`src/rtl/vga_pixel_out_if.sv`:
```
// ============================================================================
// Module      : vga_pixel_out_if
// Description : Pixel/raster bundle between the object mux, the VGA output
//               stage and the drawing objects that consume the counters.
// Revision    : 1.0 - initial release
// ============================================================================
`default_nettype none

interface vga_pixel_out_if;
    logic [7:0]  RGBIn;
    logic [10:0] pixelX;
    logic [10:0] pixelY;
    logic        startOfFrame;
    logic [7:0]  frameCount;
    logic [7:0]  red;
    logic [7:0]  green;
    logic [7:0]  blue;
    logic        hsync;
    logic        vsync;
    logic        blankN;

    // Output stage side: takes the muxed pixel, drives raster and VGA pins.
    modport master (
        input  RGBIn,
        output pixelX, pixelY, startOfFrame, frameCount,
        output red, green, blue, hsync, vsync, blankN
    );

    // Mux / consumer side.
    modport slave (
        output RGBIn,
        input  pixelX, pixelY, startOfFrame, frameCount,
        input  red, green, blue, hsync, vsync, blankN
    );
endinterface

`default_nettype wire

```
`src/rtl/vga_pixel_out.sv`:
```
// ============================================================================
// Module      : vga_pixel_out
// Description : 640x480@60 raster generator and VGA output stage with
//               sync/blank alignment to the registered RRRGGGBB pixel.
// Revision    : 1.0 - initial release
// ============================================================================
`default_nettype none

module vga_pixel_out #(
    parameter int H_VISIBLE  = 640,
    parameter int H_FRONT    = 16,
    parameter int H_SYNC     = 96,
    parameter int H_BACK     = 48,
    parameter int V_VISIBLE  = 480,
    parameter int V_FRONT    = 10,
    parameter int V_SYNC     = 2,
    parameter int V_BACK     = 33,
    parameter int PIPE_DELAY = 1
) (
    input  wire logic         clk,
    input  wire logic         reset,
    vga_pixel_out_if.master   vga
);

    localparam logic [10:0] c_H_LAST   = 11'(H_VISIBLE + H_FRONT + H_SYNC + H_BACK - 1);
    localparam logic [10:0] c_V_LAST   = 11'(V_VISIBLE + V_FRONT + V_SYNC + V_BACK - 1);
    localparam logic [10:0] c_H_VIS    = 11'(H_VISIBLE);
    localparam logic [10:0] c_V_VIS    = 11'(V_VISIBLE);
    localparam logic [10:0] c_HS_START = 11'(H_VISIBLE + H_FRONT);
    localparam logic [10:0] c_HS_END   = 11'(H_VISIBLE + H_FRONT + H_SYNC);
    localparam logic [10:0] c_VS_START = 11'(V_VISIBLE + V_FRONT);
    localparam logic [10:0] c_VS_END   = 11'(V_VISIBLE + V_FRONT + V_SYNC);
    // Delay-line word is {visible, hsync_n, vsync_n}; idle means blanked, syncs released.
    localparam logic [2:0]  c_DLY_IDLE = 3'b011;

    logic [10:0] r_x;
    logic [10:0] r_y;
    logic        r_sof;
    logic [7:0]  r_frame_cnt;
    logic [7:0]  r_red;
    logic [7:0]  r_green;
    logic [7:0]  r_blue;
    logic        r_hsync;
    logic        r_vsync;
    logic        r_blank_n;
    logic [2:0]  r_dly [PIPE_DELAY];

    logic        w_frame_end;
    logic [2:0]  w_raw;
    logic [2:0]  w_dly_out;
    logic [2:0]  w_r;
    logic [2:0]  w_g;
    logic [1:0]  w_b;

    assign w_frame_end = (r_x == c_H_LAST) && (r_y == c_V_LAST);

    always_ff @(posedge clk) begin
        if (reset) begin
            r_x <= '0;
            r_y <= '0;
        end else if (r_x == c_H_LAST) begin
            r_x <= '0;
            r_y <= (r_y == c_V_LAST) ? 11'd0 : r_y + 11'd1;
        end else begin
            r_x <= r_x + 11'd1;
        end
    end

    // Reset leaves the counters at (0,0) with no pulse, so only true wraps count.
    always_ff @(posedge clk) begin
        if (reset) begin
            r_sof       <= 1'b0;
            r_frame_cnt <= '0;
        end else begin
            r_sof <= w_frame_end;
            if (w_frame_end) begin
                r_frame_cnt <= r_frame_cnt + 8'd1;
            end
        end
    end

    assign w_raw = {
        (r_x < c_H_VIS) && (r_y < c_V_VIS),
        !((r_x >= c_HS_START) && (r_x < c_HS_END)),
        !((r_y >= c_VS_START) && (r_y < c_VS_END))
    };

    generate
        for (genvar i = 0; i < PIPE_DELAY; i++) begin : g_dly
            if (i == 0) begin : g_first
                always_ff @(posedge clk) begin
                    if (reset) r_dly[i] <= c_DLY_IDLE;
                    else       r_dly[i] <= w_raw;
                end
            end else begin : g_next
                always_ff @(posedge clk) begin
                    if (reset) r_dly[i] <= c_DLY_IDLE;
                    else       r_dly[i] <= r_dly[i-1];
                end
            end
        end
    endgenerate

    assign w_dly_out = r_dly[PIPE_DELAY-1];
    assign w_r       = vga.RGBIn[7:5];
    assign w_g       = vga.RGBIn[4:2];
    assign w_b       = vga.RGBIn[1:0];

    always_ff @(posedge clk) begin
        if (reset) begin
            r_red     <= '0;
            r_green   <= '0;
            r_blue    <= '0;
            r_hsync   <= 1'b1;
            r_vsync   <= 1'b1;
            r_blank_n <= 1'b0;
        end else begin
            r_red     <= w_dly_out[2] ? {w_r, w_r, w_r[2:1]} : 8'd0;
            r_green   <= w_dly_out[2] ? {w_g, w_g, w_g[2:1]} : 8'd0;
            r_blue    <= w_dly_out[2] ? {w_b, w_b, w_b, w_b} : 8'd0;
            r_hsync   <= w_dly_out[1];
            r_vsync   <= w_dly_out[0];
            r_blank_n <= w_dly_out[2];
        end
    end

    assign vga.pixelX       = r_x;
    assign vga.pixelY       = r_y;
    assign vga.startOfFrame = r_sof;
    assign vga.frameCount   = r_frame_cnt;
    assign vga.red          = r_red;
    assign vga.green        = r_green;
    assign vga.blue         = r_blue;
    assign vga.hsync        = r_hsync;
    assign vga.vsync        = r_vsync;
    assign vga.blankN       = r_blank_n;

endmodule

`default_nettype wire

```
`src/flat_wrapper.sv`:
```
// flat-port wrapper written by rule: the top's interface ports become plain ports
module vga_pixel_out_flat 
#(
    parameter int H_VISIBLE  = 640,
    parameter int H_FRONT    = 16,
    parameter int H_SYNC     = 96,
    parameter int H_BACK     = 48,
    parameter int V_VISIBLE  = 480,
    parameter int V_FRONT    = 10,
    parameter int V_SYNC     = 2,
    parameter int V_BACK     = 33,
    parameter int PIPE_DELAY = 1
)
  (clk, reset, vga_RGBIn, vga_pixelX, vga_pixelY, vga_startOfFrame, vga_frameCount, vga_red, vga_green, vga_blue, vga_hsync, vga_vsync, vga_blankN);
  vga_pixel_out_if vga_i ();
  input  wire logic clk;
  input  wire logic reset;
  input wire logic [$bits(vga_i.RGBIn)-1:0] vga_RGBIn;
  output wire logic [$bits(vga_i.pixelX)-1:0] vga_pixelX;
  output wire logic [$bits(vga_i.pixelY)-1:0] vga_pixelY;
  output wire logic [$bits(vga_i.startOfFrame)-1:0] vga_startOfFrame;
  output wire logic [$bits(vga_i.frameCount)-1:0] vga_frameCount;
  output wire logic [$bits(vga_i.red)-1:0] vga_red;
  output wire logic [$bits(vga_i.green)-1:0] vga_green;
  output wire logic [$bits(vga_i.blue)-1:0] vga_blue;
  output wire logic [$bits(vga_i.hsync)-1:0] vga_hsync;
  output wire logic [$bits(vga_i.vsync)-1:0] vga_vsync;
  output wire logic [$bits(vga_i.blankN)-1:0] vga_blankN;
  assign vga_i.RGBIn = vga_RGBIn;
  assign vga_pixelX = vga_i.pixelX;
  assign vga_pixelY = vga_i.pixelY;
  assign vga_startOfFrame = vga_i.startOfFrame;
  assign vga_frameCount = vga_i.frameCount;
  assign vga_red = vga_i.red;
  assign vga_green = vga_i.green;
  assign vga_blue = vga_i.blue;
  assign vga_hsync = vga_i.hsync;
  assign vga_vsync = vga_i.vsync;
  assign vga_blankN = vga_i.blankN;
  vga_pixel_out #(.H_VISIBLE(H_VISIBLE), .H_FRONT(H_FRONT), .H_SYNC(H_SYNC), .H_BACK(H_BACK), .V_VISIBLE(V_VISIBLE), .V_FRONT(V_FRONT), .V_SYNC(V_SYNC), .V_BACK(V_BACK), .PIPE_DELAY(PIPE_DELAY)) u_core (.clk(clk), .reset(reset), .vga(vga_i));
endmodule
```
`config.mk`:
```
export PLATFORM = sky130hd
export DESIGN_NAME = vga_pixel_out_flat
export DESIGN_NICKNAME = d
export VERILOG_FILES = /design/src/rtl/vga_pixel_out_if.sv /design/src/rtl/vga_pixel_out.sv /design/src/flat_wrapper.sv
export SDC_FILE = /design/constraint.sdc
export NUM_CORES = 1
export LEC_CHECK = 0
export ABC_CLOCK_PERIOD_IN_PS = 2000
export BUFFER_PORTS_ARGS = -buffer_cell sky130_fd_sc_hd__buf_2
export CAP_MARGIN = 20
export CORE_MARGIN = 8
export CORE_UTILIZATION = 45
export CTS_CLUSTER_SIZE = 12
export DETAILED_ROUTE_END_ITERATION = 6
export PLACE_DENSITY_LB_ADDON = 0.08
export SLEW_MARGIN = 20
export SYNTH_ARGS = -nofsm -noshare
export SYNTH_HDL_FRONTEND = slang
export SYNTH_SLANG_ARGS = --single-unit
```
`constraint.sdc`:
```
create_clock -name clk -period 2 [get_ports clk]
set_input_delay 0.4 -clock clk [delete_from_list [all_inputs] [get_ports clk]]
set_output_delay 0.4 -clock clk [all_outputs]
set_load 0.005 [all_outputs]
```
==> results of run 1 <==
[cell families (layout without fill, tap and decap cells)]
| logic type | after synthesis | after routing | synth area share |
|---|---|---|---|
| AND/OR/NAND/NOR | 101 | 102 | 0.284 |
| flip-flops | 45 | 45 | 0.448 |
| buffers and inverters | 36 | 119 | 0.0977 |
| AO/OA/AOI/OAI | 33 | 33 | 0.0927 |
| XOR/XNOR | 12 | 12 | 0.0523 |
| adder cells (fa/ha/maj) | 4 | 4 | 0.0249 |
[routing by layer]
layer,vias to the layer above,GRT usage,part of all wire,wire length [um]
met4,0,0.0671,0.017,87
met5,-,0,0,0
met2,62,0.225,0.45,2360
met1,866,0.168,0.45,2390
met3,7,0.0518,0.081,426
li1,968,-,-,-
[sequential cells by signal (all words and copies together), names as in the netlist]
name,count
u_core.vga.frameCount,8
u_core.r_dly,3
u_core.vga.pixelY,11
u_core.vga.blue,2
u_core.vga.green,3
u_core.vga.startOfFrame,1
u_core.vga.blankN,1
u_core.vga.hsync,1
u_core.vga.red,3
u_core.vga.vsync,1
u_core.vga.pixelX,11
[cell usage in the layout (no fill, tap or decap), types with 4 or more instances in the layout]
master	count
dfxtp_1	42
or3_1	5
buf_4	36
nor2_1	17
o21ai_0	10
xor2_1	5
clkbuf_8	6
nor3_1	9
a21oi_1	10
xnor2_1	7
buf_2	67
a21oi_2	5
nand3_1	12
nand2_1	10
inv_1	8
and2_1	8
o31ai_1	4
or4_4	8
nand4_1	11
[through the flow]
stage / setup TNS [ns] / power, mW / cells / hold WS [ns]
CTS: -0.771 / 1.74 / 366 / 0.286
floorplan: -0.257 / 0.989 / 231 / 0.389
finish: -0.553 / 1.72 / 367 / 0.297
global placement: -0.880 / 1.02 / 355 / 0.393
global route: -0.758 / 1.78 / 367 / 0.294
detailed placement: -0.983 / 1.02 / 355 / 0.393
[area by class of cell]
class | instances | area [um2]
inverters | 8 | 30.0
repair buffers | 103 | 606
well taps | 52 | 65.1
fillers | 390 | 1600
flip-flops and latches | 45 | 905
clock inverters | 2 | 37.5
multi-input cells | 151 | 1000
clock buffers | 6 | 82.6
[timing repair]
item / CTS / global route
pin swaps: 0 / 10
cloned: 0 / 1
endpoints found under the setup margin: 7 / 12
resized for setup: 4 / 18
buffers inserted: 3 / 1
[worst max-delay path, cell delays in order (launching register included)]
cell     delay [ns]
dfxtp_2        0.33
or4_4          0.56
or4_4          0.56
or4_4          0.50
a21oi_2        0.14
[power breakdown]
group | switching (mW) | total (mW) | internal [mW]
clock network | 0.314 | 0.721 | 0.406
registers | 0.00723 | 0.917 | 0.909
logic | 0.0408 | 0.0806 | 0.0398
total | 0.362 | 1.72 | 1.36
[worst max-delay path by stage]
stage / from / endpoint / slack, ns / cells past startpoint
finish: u_core.vga.pixelY[4] / u_core.vga.frameCount[2] / -0.15 / 4
global route: u_core.vga.pixelY[4] / u_core.vga.frameCount[2] / -0.19 / 4
CTS: u_core.vga.pixelY[7] / u_core.vga.frameCount[4] / -0.14 / 5
detailed placement: u_core.vga.pixelY[7] / u_core.vga.frameCount[4] / -0.17 / 5
global placement: u_core.vga.pixelY[7] / u_core.vga.frameCount[5] / -0.16 / 5
floorplan: u_core.vga.pixelY[7] / u_core.vga.frameCount[3] / -0.05 / 5
==> impl_metrics.toml, run 1 <==
[run_status]
status = "finished, violations left"
violations = "setup timing"

[clocking]
clk_latency_ns = 0.30
clockRootBuffer = "clkbuf_8"
cts_tree = "done"
cts_buffers = 5
clockBufferDepth = 2
clk_pin_slew_ns = 0.08
cts.sinks = 45
h-tree-depth = 2
cts_hold_buf = 0

[sta]
final_period_minus_worst_setup_slack_ns = 2.15
worstMarginPinSlew_ns = 0.450
worst_slack_ns = -0.150
hold_viol_final = 0
setup_viol = 6
rsz0062_at_grt = "true"
relSlewSlack = 0.700
fin_crit_sh = 1.07
max_freq_ghz = 0.465
skew_ns = 0.00542
finalMaxSlewViolations = 0

[worst_setup_path]
endpoint_kind = "flop"
cp_data_arrival_time_ns = 2.38
reg2reg_depth = 4
cp_data_required_time_ns = 2.23
rr_endpoint = "u_core.vga.frameCount[2]"
critical_path_peak_fanout = 7
crit_type = "flop to flop"
start_kind = "flop"
reg2reg_from = "u_core.vga.pixelY[4]"
r2r_slack_ns = -0.15

[detailed_routing]
ant_nets = 0
wire_per_inst_um = 14.3
drc_errors = 0
first_pass_iters = 4
via_per_inst = 5.19
first_iter_violations = 121
vias = 1903
wirelength_um = 5260

[global_route]
grt_first_pass_wirelength_um = 8340
grt_pass1_vias = 1798
grt_use_total = 0.143
grt_remaining_overflow = 0
antenna_found_initial = 0
grt_max_degree = 22

[logic_synthesis]
synthArstFlopShare = 0
yosysSeqAreaShare = 0.448
yosysTopAreaCell = "dfxtp_1"
postSynthCellCount = 231
synth_area_leaders = "dfxtp_1 (45%), buf_4 (6.0%), a21oi_1 (3.7%)"
post_synth.cell_area_avg_um2 = 8.70
netlist_area_mm2 = 0.00201
ys_seq_elements = 45
synth_top_area_frac = 0.448
syn_nets = 245
synth_flop_cell = "dfxtp_1"
yosys-top-cells-count = "dfxtp_1 (45), nor2_1 (17), buf_4 (16)"
synth_edf_count = 0
post_synth_num_cell_types = 30
synth_warnings = 0
yosysMostFrequentCell = "dfxtp_1"

[job]
drv_cap = 0

[layout]
fin_util = 0.630
final_layout_size_suffix_gt1_frac = 0.429
fin_nets = 328
areaGrowthSynthToFinish_pct = 35.6
diodes = 0
design_area_mm2 = 0.00273

[placement]
dp_slack_ns = -0.169
post_dp_cell_area_mm2 = 0.00249
place.gp.congestion = 0.800
dp_hpwl_um = 3710
portBuffers = 67

[worst_hold_path]
hold_path_class = "input port to flop"
holdPathStages = 2
worstHoldStart = "vga_RGBIn[2]"
hold_end = "u_core.vga.green[5]"

[power_and_ir_drop]
power_density_mw_per_mm2 = 630
p_leak_nw = 1.20
peakVddDrop_uv = 282

[floorplan]
core_area_mm2 = 0.00432
initial_core_util = 0.465
die_area_mm2 = 0.00686
die_y_um = 82.8
io_pins = 68
die_w_um = 82.8
fp-row-count = 24
Power figures use the tool's default switching activity.
==> run 2, diff against run 1 <==
--- a/config.mk
+++ b/config.mk
@@ -6,12 +6,12 @@
 export NUM_CORES = 1
 export LEC_CHECK = 0
 export ABC_CLOCK_PERIOD_IN_PS = 2000
-export BUFFER_PORTS_ARGS = -buffer_cell sky130_fd_sc_hd__buf_2
 export CAP_MARGIN = 20
 export CORE_MARGIN = 8
-export CORE_UTILIZATION = 45
+export CORE_UTILIZATION = 56
 export CTS_CLUSTER_SIZE = 12
 export DETAILED_ROUTE_END_ITERATION = 6
+export DONT_BUFFER_PORTS = 1
 export PLACE_DENSITY_LB_ADDON = 0.08
 export SLEW_MARGIN = 20
 export SYNTH_ARGS = -nofsm -noshare
==> run 2 against run 1 <==
  * The flow still finishes with violations (setup timing)
  * First-iteration DRC count is 16% higher
  * Non-clock buffer count decreased by 73
  * Utilization grew 2.7 points
  * Setup slack got worse by 0.020 ns
  * Wire length down 7.1%
  * Combinational power decreased by 52%
  * Highest routed layer unchanged
  * Design area decreased by 18%
==> impl_metrics.toml, run 2 (synthesis results as in run 1) <==
[worst_setup_path]
crit_type = "flop to flop"
start_kind = "flop"
crit_chain = "or4_4, or4_4, buf_6, or4_4, a21oi_2"
reg2reg_depth = 5
cp_data_arrival_time_ns = 2.48
critical-path-slowest-cell = "or4_4"
cp_data_required_time_ns = 2.31
crit_path_frequent_cell = "or4_4"
endpoint_kind = "flop"
critical_path_peak_fanout = 7
critical-path-max-stage-delay_ns = 0.53

[layout]
final_layout_size_suffix_gt1_frac = 0.216
final_cell_mix = "dfxtp_1 (43), buf_4 (28), nor2_1 (17), nand3_1 (13), a21oi_1 (12)"
areaGrowthSynthToFinish_pct = 10.8
fin_nets = 254
design_area_mm2 = 0.00223
mostFrequentLayoutCell = "dfxtp_1"
diodes = 0
fin_cells = 287

[clocking]
cts_tree = "done"
cts.sinks = 45
clk_pin_slew_ns = 0.15
h-tree-depth = 2
cts_buffers = 5
clockBufferDepth = 2
clk_latency_ns = 0.37
clockRootBuffer = "clkbuf_4"

[worst_hold_path]
hold_path_class = "input port to flop"
holdPathStages = 1

[placement]
post_dp_cell_area_mm2 = 0.00210
dp_hpwl_um = 3570
portBuffers = 0
place.gp.congestion = 0.825
dp_cells = 275
dp_slack_ns = -0.137

[floorplan]
die_w_um = 75.9
die_area_mm2 = 0.00576
io_pins = 68
die_y_um = 75.9
initial_core_util = 0.593
fp-row-count = 21
core_area_mm2 = 0.00339

[sta]
rsz0062_at_grt = "true"
setup_viol = 7
worst_slack_ns = -0.169
fin_crit_sh = 1.08
relSlewSlack = 0.732
worstMarginPinSlew_ns = 0.399
skew_ns = 0.0155
holdWs_ns = 0.0754
finalMaxSlewViolations = 0
max_freq_ghz = 0.461
final_period_minus_worst_setup_slack_ns = 2.17
hold_viol_final = 0

[detailed_routing]
wirelength_um = 4890
vias = 1655
wire_per_inst_um = 17.0
ant_nets = 0
first_iter_violations = 140
first_pass_iters = 4
via_per_inst = 5.77
drc_errors = 0

[power_and_ir_drop]
p_int_mw = 1.07
switchingPower_mw = 0.350
p_comb_frac = 0.027
power_density_mw_per_mm2 = 638
p_seq_frac = 0.649
total_power_mw = 1.42
peakVddDrop_uv = 437
p_leak_nw = 0.792
switching_share = 0.246
p_clk_frac = 0.323

[global_route]
grt_first_pass_wirelength_um = 7850
grt_remaining_overflow = 0
grt_pass1_vias = 1626
grt_use_total = 0.165
grt_max_degree = 22
antenna_found_initial = 0

[run_status]
violations = "setup timing"
status = "finished, violations left"

[job]
drv_cap = 0
[run 2: cell type report]
type | instances | area (um2)
Fill cell | 289 | 1160
Inverter | 8 | 30.0
Sequential cell | 45 | 903
Timing Repair Buffer | 30 | 226
Clock inverter | 3 | 25.0
Clock buffer | 5 | 37.5
Multi-Input combinational cell | 150 | 947
Tap cell | 46 | 57.6
[run 2: final timing paths]
check | from | endpoint | slack (ns)
worst max-delay path | u_core.vga.pixelY[7] | u_core.vga.frameCount[7] | -0.17
worst min-delay path | reset | u_core.vga.frameCount[3] | 0.08
worst max register to register | u_core.vga.pixelY[7] | u_core.vga.frameCount[7] | -0.17
worst min register to register | u_core.r_dly[0][0] | u_core.vga.vsync | 0.43
[run 2: worst max-delay path, delay by kind of cell (launching register included)]
family                 cells  cell delay [ns]
and+or+nand+nor            3             1.49
DFF                        1             0.35
buffers and inverters      1             0.15
AOI/OAI and AO/OA          1             0.12
[run 2: stage by stage]
| stage | TNS, ns | util |
|---|---|---|
| after floorplan | -0.257 | - |
| after global placement | -0.685 | 0.619 |
| after detailed placement | -0.775 | 0.619 |
| after CTS | -0.958 | 0.649 |
| after global routing | -1.33 | 0.657 |
| final | -0.975 | 0.657 |
[run 2: power by group through the flow]
stage	clock [mW]	sequential, mW	combinational [mW]
final	0.459	0.923	0.0390
after CTS	0.475	0.923	0.0397
after floorplan	0	0.942	0.0466
after global placement	0	0.942	0.0370
after global routing	0.500	0.926	0.0442
after detailed placement	0	0.943	0.0396
[run 2: what timing repair did]
item / 4_1_cts / 5_1_grt
hold buffers: 0 / 0
setup buffers: 3 / 0
gates cloned: 1 / 0
setup endpoints to repair: 7 / 9
pin swaps: 1 / 1
gates resized for setup: 3 / 7
[run 2: layer usage]
layer,GRT usage,share of wire,up-vias
met4,0.0627,0.013,0
met5,0,0,-
met2,0.271,0.49,71
met3,0.0684,0.090,6
met1,0.184,0.41,763
li1,-,-,815
==> run 3, diff against run 2 <==
--- a/config.mk
+++ b/config.mk
@@ -7,7 +7,6 @@
 export LEC_CHECK = 0
 export ABC_CLOCK_PERIOD_IN_PS = 2000
 export CAP_MARGIN = 20
-export CORE_MARGIN = 8
 export CORE_UTILIZATION = 56
 export CTS_CLUSTER_SIZE = 12
 export DETAILED_ROUTE_END_ITERATION = 6
==> run 3 against run 2 <==
  * The run still ends with setup timing left
  * Design area fell by 1.0%
  * Total power fell by 1.0%
  * Count of clock-buffer cells in the layout did not move
  * Register-to-register slack barely moved
  * Hold slack got worse by 0.0022 ns
  * First-iteration DRC count fell by 51%
  * Clock power fell by 2%
  * Flip-flop and latch count did not move
  * Global-route usage rose by 7.6 points
  * Largest cell class unchanged
==> impl_metrics.toml, run 3 (synthesis results as in run 1) <==
[worst_setup_path]
start_kind = "flop"
cp_data_arrival_time_ns = 2.49
crit_chain = "or4_4, or4_4, buf_6, or4_1, a21oi_1"
reg2reg_from = "u_core.vga.pixelY[7]"
crit_type = "flop to flop"
r2r_slack_ns = -0.18
crit_path_frequent_cell = "or4_4"
worst-path-stages = 5
critical-path-top-delay-family = "simple AND/OR/NAND/NOR gates"
critical_path_peak_fanout = 7
cp.buffers_inverters = 1
cp_data_required_time_ns = 2.31
endpoint_kind = "flop"
rr_endpoint = "u_core.vga.frameCount[7]"
critical-path-slowest-cell = "or4_4"
reg2reg_depth = 5
critical-path-max-stage-delay_ns = 0.53

[sta]
rsz0062_at_grt = "true"
skew_ns = 0.00400
setup_viol = 7
worstMarginPinSlew_ns = 0.418
finalMaxSlewViolations = 0
hold_viol_final = 0
max_freq_ghz = 0.458
worst_slack_ns = -0.184
fin_tns_setup_ns = -1.13
final_period_minus_worst_setup_slack_ns = 2.18
relSlewSlack = 0.721
fin_crit_sh = 1.09

[detailed_routing]
vias = 1666
wirelength_um = 4470
first_pass_iters = 4
drc_errors = 0
wire_per_inst_um = 15.8
first_iter_violations = 69
ant_nets = 0
via_per_inst = 5.87

[layout]
diodes = 0
areaGrowthSynthToFinish_pct = 9.65
fin_nets = 251
final_cell_mix = "dfxtp_1 (43), buf_4 (25), nor2_1 (17), a21oi_1 (13), nand3_1 (13)"
mostFrequentLayoutCell = "dfxtp_1"
final_layout_size_suffix_gt1_frac = 0.206

[run_status]
status = "finished, violations left"
violations = "setup timing"

[global_route]
grt_util_met2 = 0.389
top_usage_layer = "met2"
grt_remaining_overflow = 0
met1_usage = 0.293
grt_pass1_vias = 1476
antenna_found_initial = 0
grt_first_pass_wirelength_um = 6560
grt_max_degree = 22
met3_usage = 0.0849
grt_use_total = 0.241

[power_and_ir_drop]
power_density_mw_per_mm2 = 638
total_power_mw = 1.41
peakVddDrop_uv = 542
p_leak_nw = 0.765

[worst_hold_path]
hold_end = "u_core.vga.frameCount[0]"
holdPathStages = 1
worstHoldStart = "reset"
hold_path_class = "input port to flop"

[clocking]
cts_buffers = 5
clockRootBuffer = "clkbuf_4"
clk_pin_slew_ns = 0.14
h-tree-depth = 2
cts.sinks = 45
cts_tree = "done"
clockBufferDepth = 2
clk_latency_ns = 0.37

[floorplan]
die_area_mm2 = 0.00383
initial_core_util = 0.593
io_pins = 68
core_area_mm2 = 0.00339
fp-row-count = 21
die_w_um = 61.9
die_y_um = 61.9

[job]
drv_cap = 0

[placement]
dp_hpwl_um = 3240
place.gp.congestion = 0.824
portBuffers = 0
[run 3: changes by cell type in the layout (fill, tap and decap cells not counted), sizes merged]
cell,before,now
inv,9,8
buf,30,27
clkinvlp,1,3
clkinv,1,0
[run 3: power by group]
| group | switching [mW] | internal [mW] | leakage (nW) | total (mW) |
|---|---|---|---|---|
| combinational | 0.0183 | 0.0155 | 0.376 | 0.0338 |
| clock | 0.312 | 0.136 | 0.0234 | 0.448 |
| sequential | 0.0145 | 0.910 | 0.366 | 0.925 |
[run 3: layout make-up]
cell class                      instances  area, um2
Tap cell                               46       57.6
Clock buffer                            5       37.5
Clock inverter                          3       22.5
Inverter                                8       30.0
Sequential cell                        45        903
Timing Repair Buffer                   27        204
Fill cell                             304       1180
Multi-Input combinational cell        150        950
[run 3: worst max path at each step]
stage                               from                  endpoint  slack, ns
floorplan           u_core.vga.pixelY[7]  u_core.vga.frameCount[3]      -0.05
global placement    u_core.vga.pixelY[7]  u_core.vga.frameCount[7]      -0.12
detailed placement  u_core.vga.pixelY[7]  u_core.vga.frameCount[7]      -0.16
CTS                 u_core.vga.pixelY[7]  u_core.vga.frameCount[7]      -0.16
global route        u_core.vga.pixelY[7]  u_core.vga.frameCount[7]      -0.24
finish              u_core.vga.pixelY[7]  u_core.vga.frameCount[7]      -0.18
[run 3: metrics by stage]
step                      hold WS, ns  worst slack (ns)  instances  instance area (um2)   util
after floorplan                 0.389           -0.0484        231                 2010      -
after global placement          0.393            -0.125        273                 2080  0.615
after detailed placement        0.406            -0.158        273                 2080  0.615
after CTS                      0.0697            -0.161        284                 2180  0.642
after global routing           0.0478            -0.244        284                 2200  0.650
final                          0.0733            -0.184        284                 2200  0.650
[run 3: repair_timing]
action                                  4_1_cts  5_1_grt
setup buffers                                 2        0
gates cloned                                  1        0
endpoints found under the setup margin        7       13
pin swaps                                     1        2
gates resized for setup                       3        8
hold buffers                                  0        0
[run 3: routing by layer]
layer	wire length (um)	share of wire
met2	2230	0.50
met3	273	0.061
met5	0	0
met1	1870	0.42
met4	104	0.023
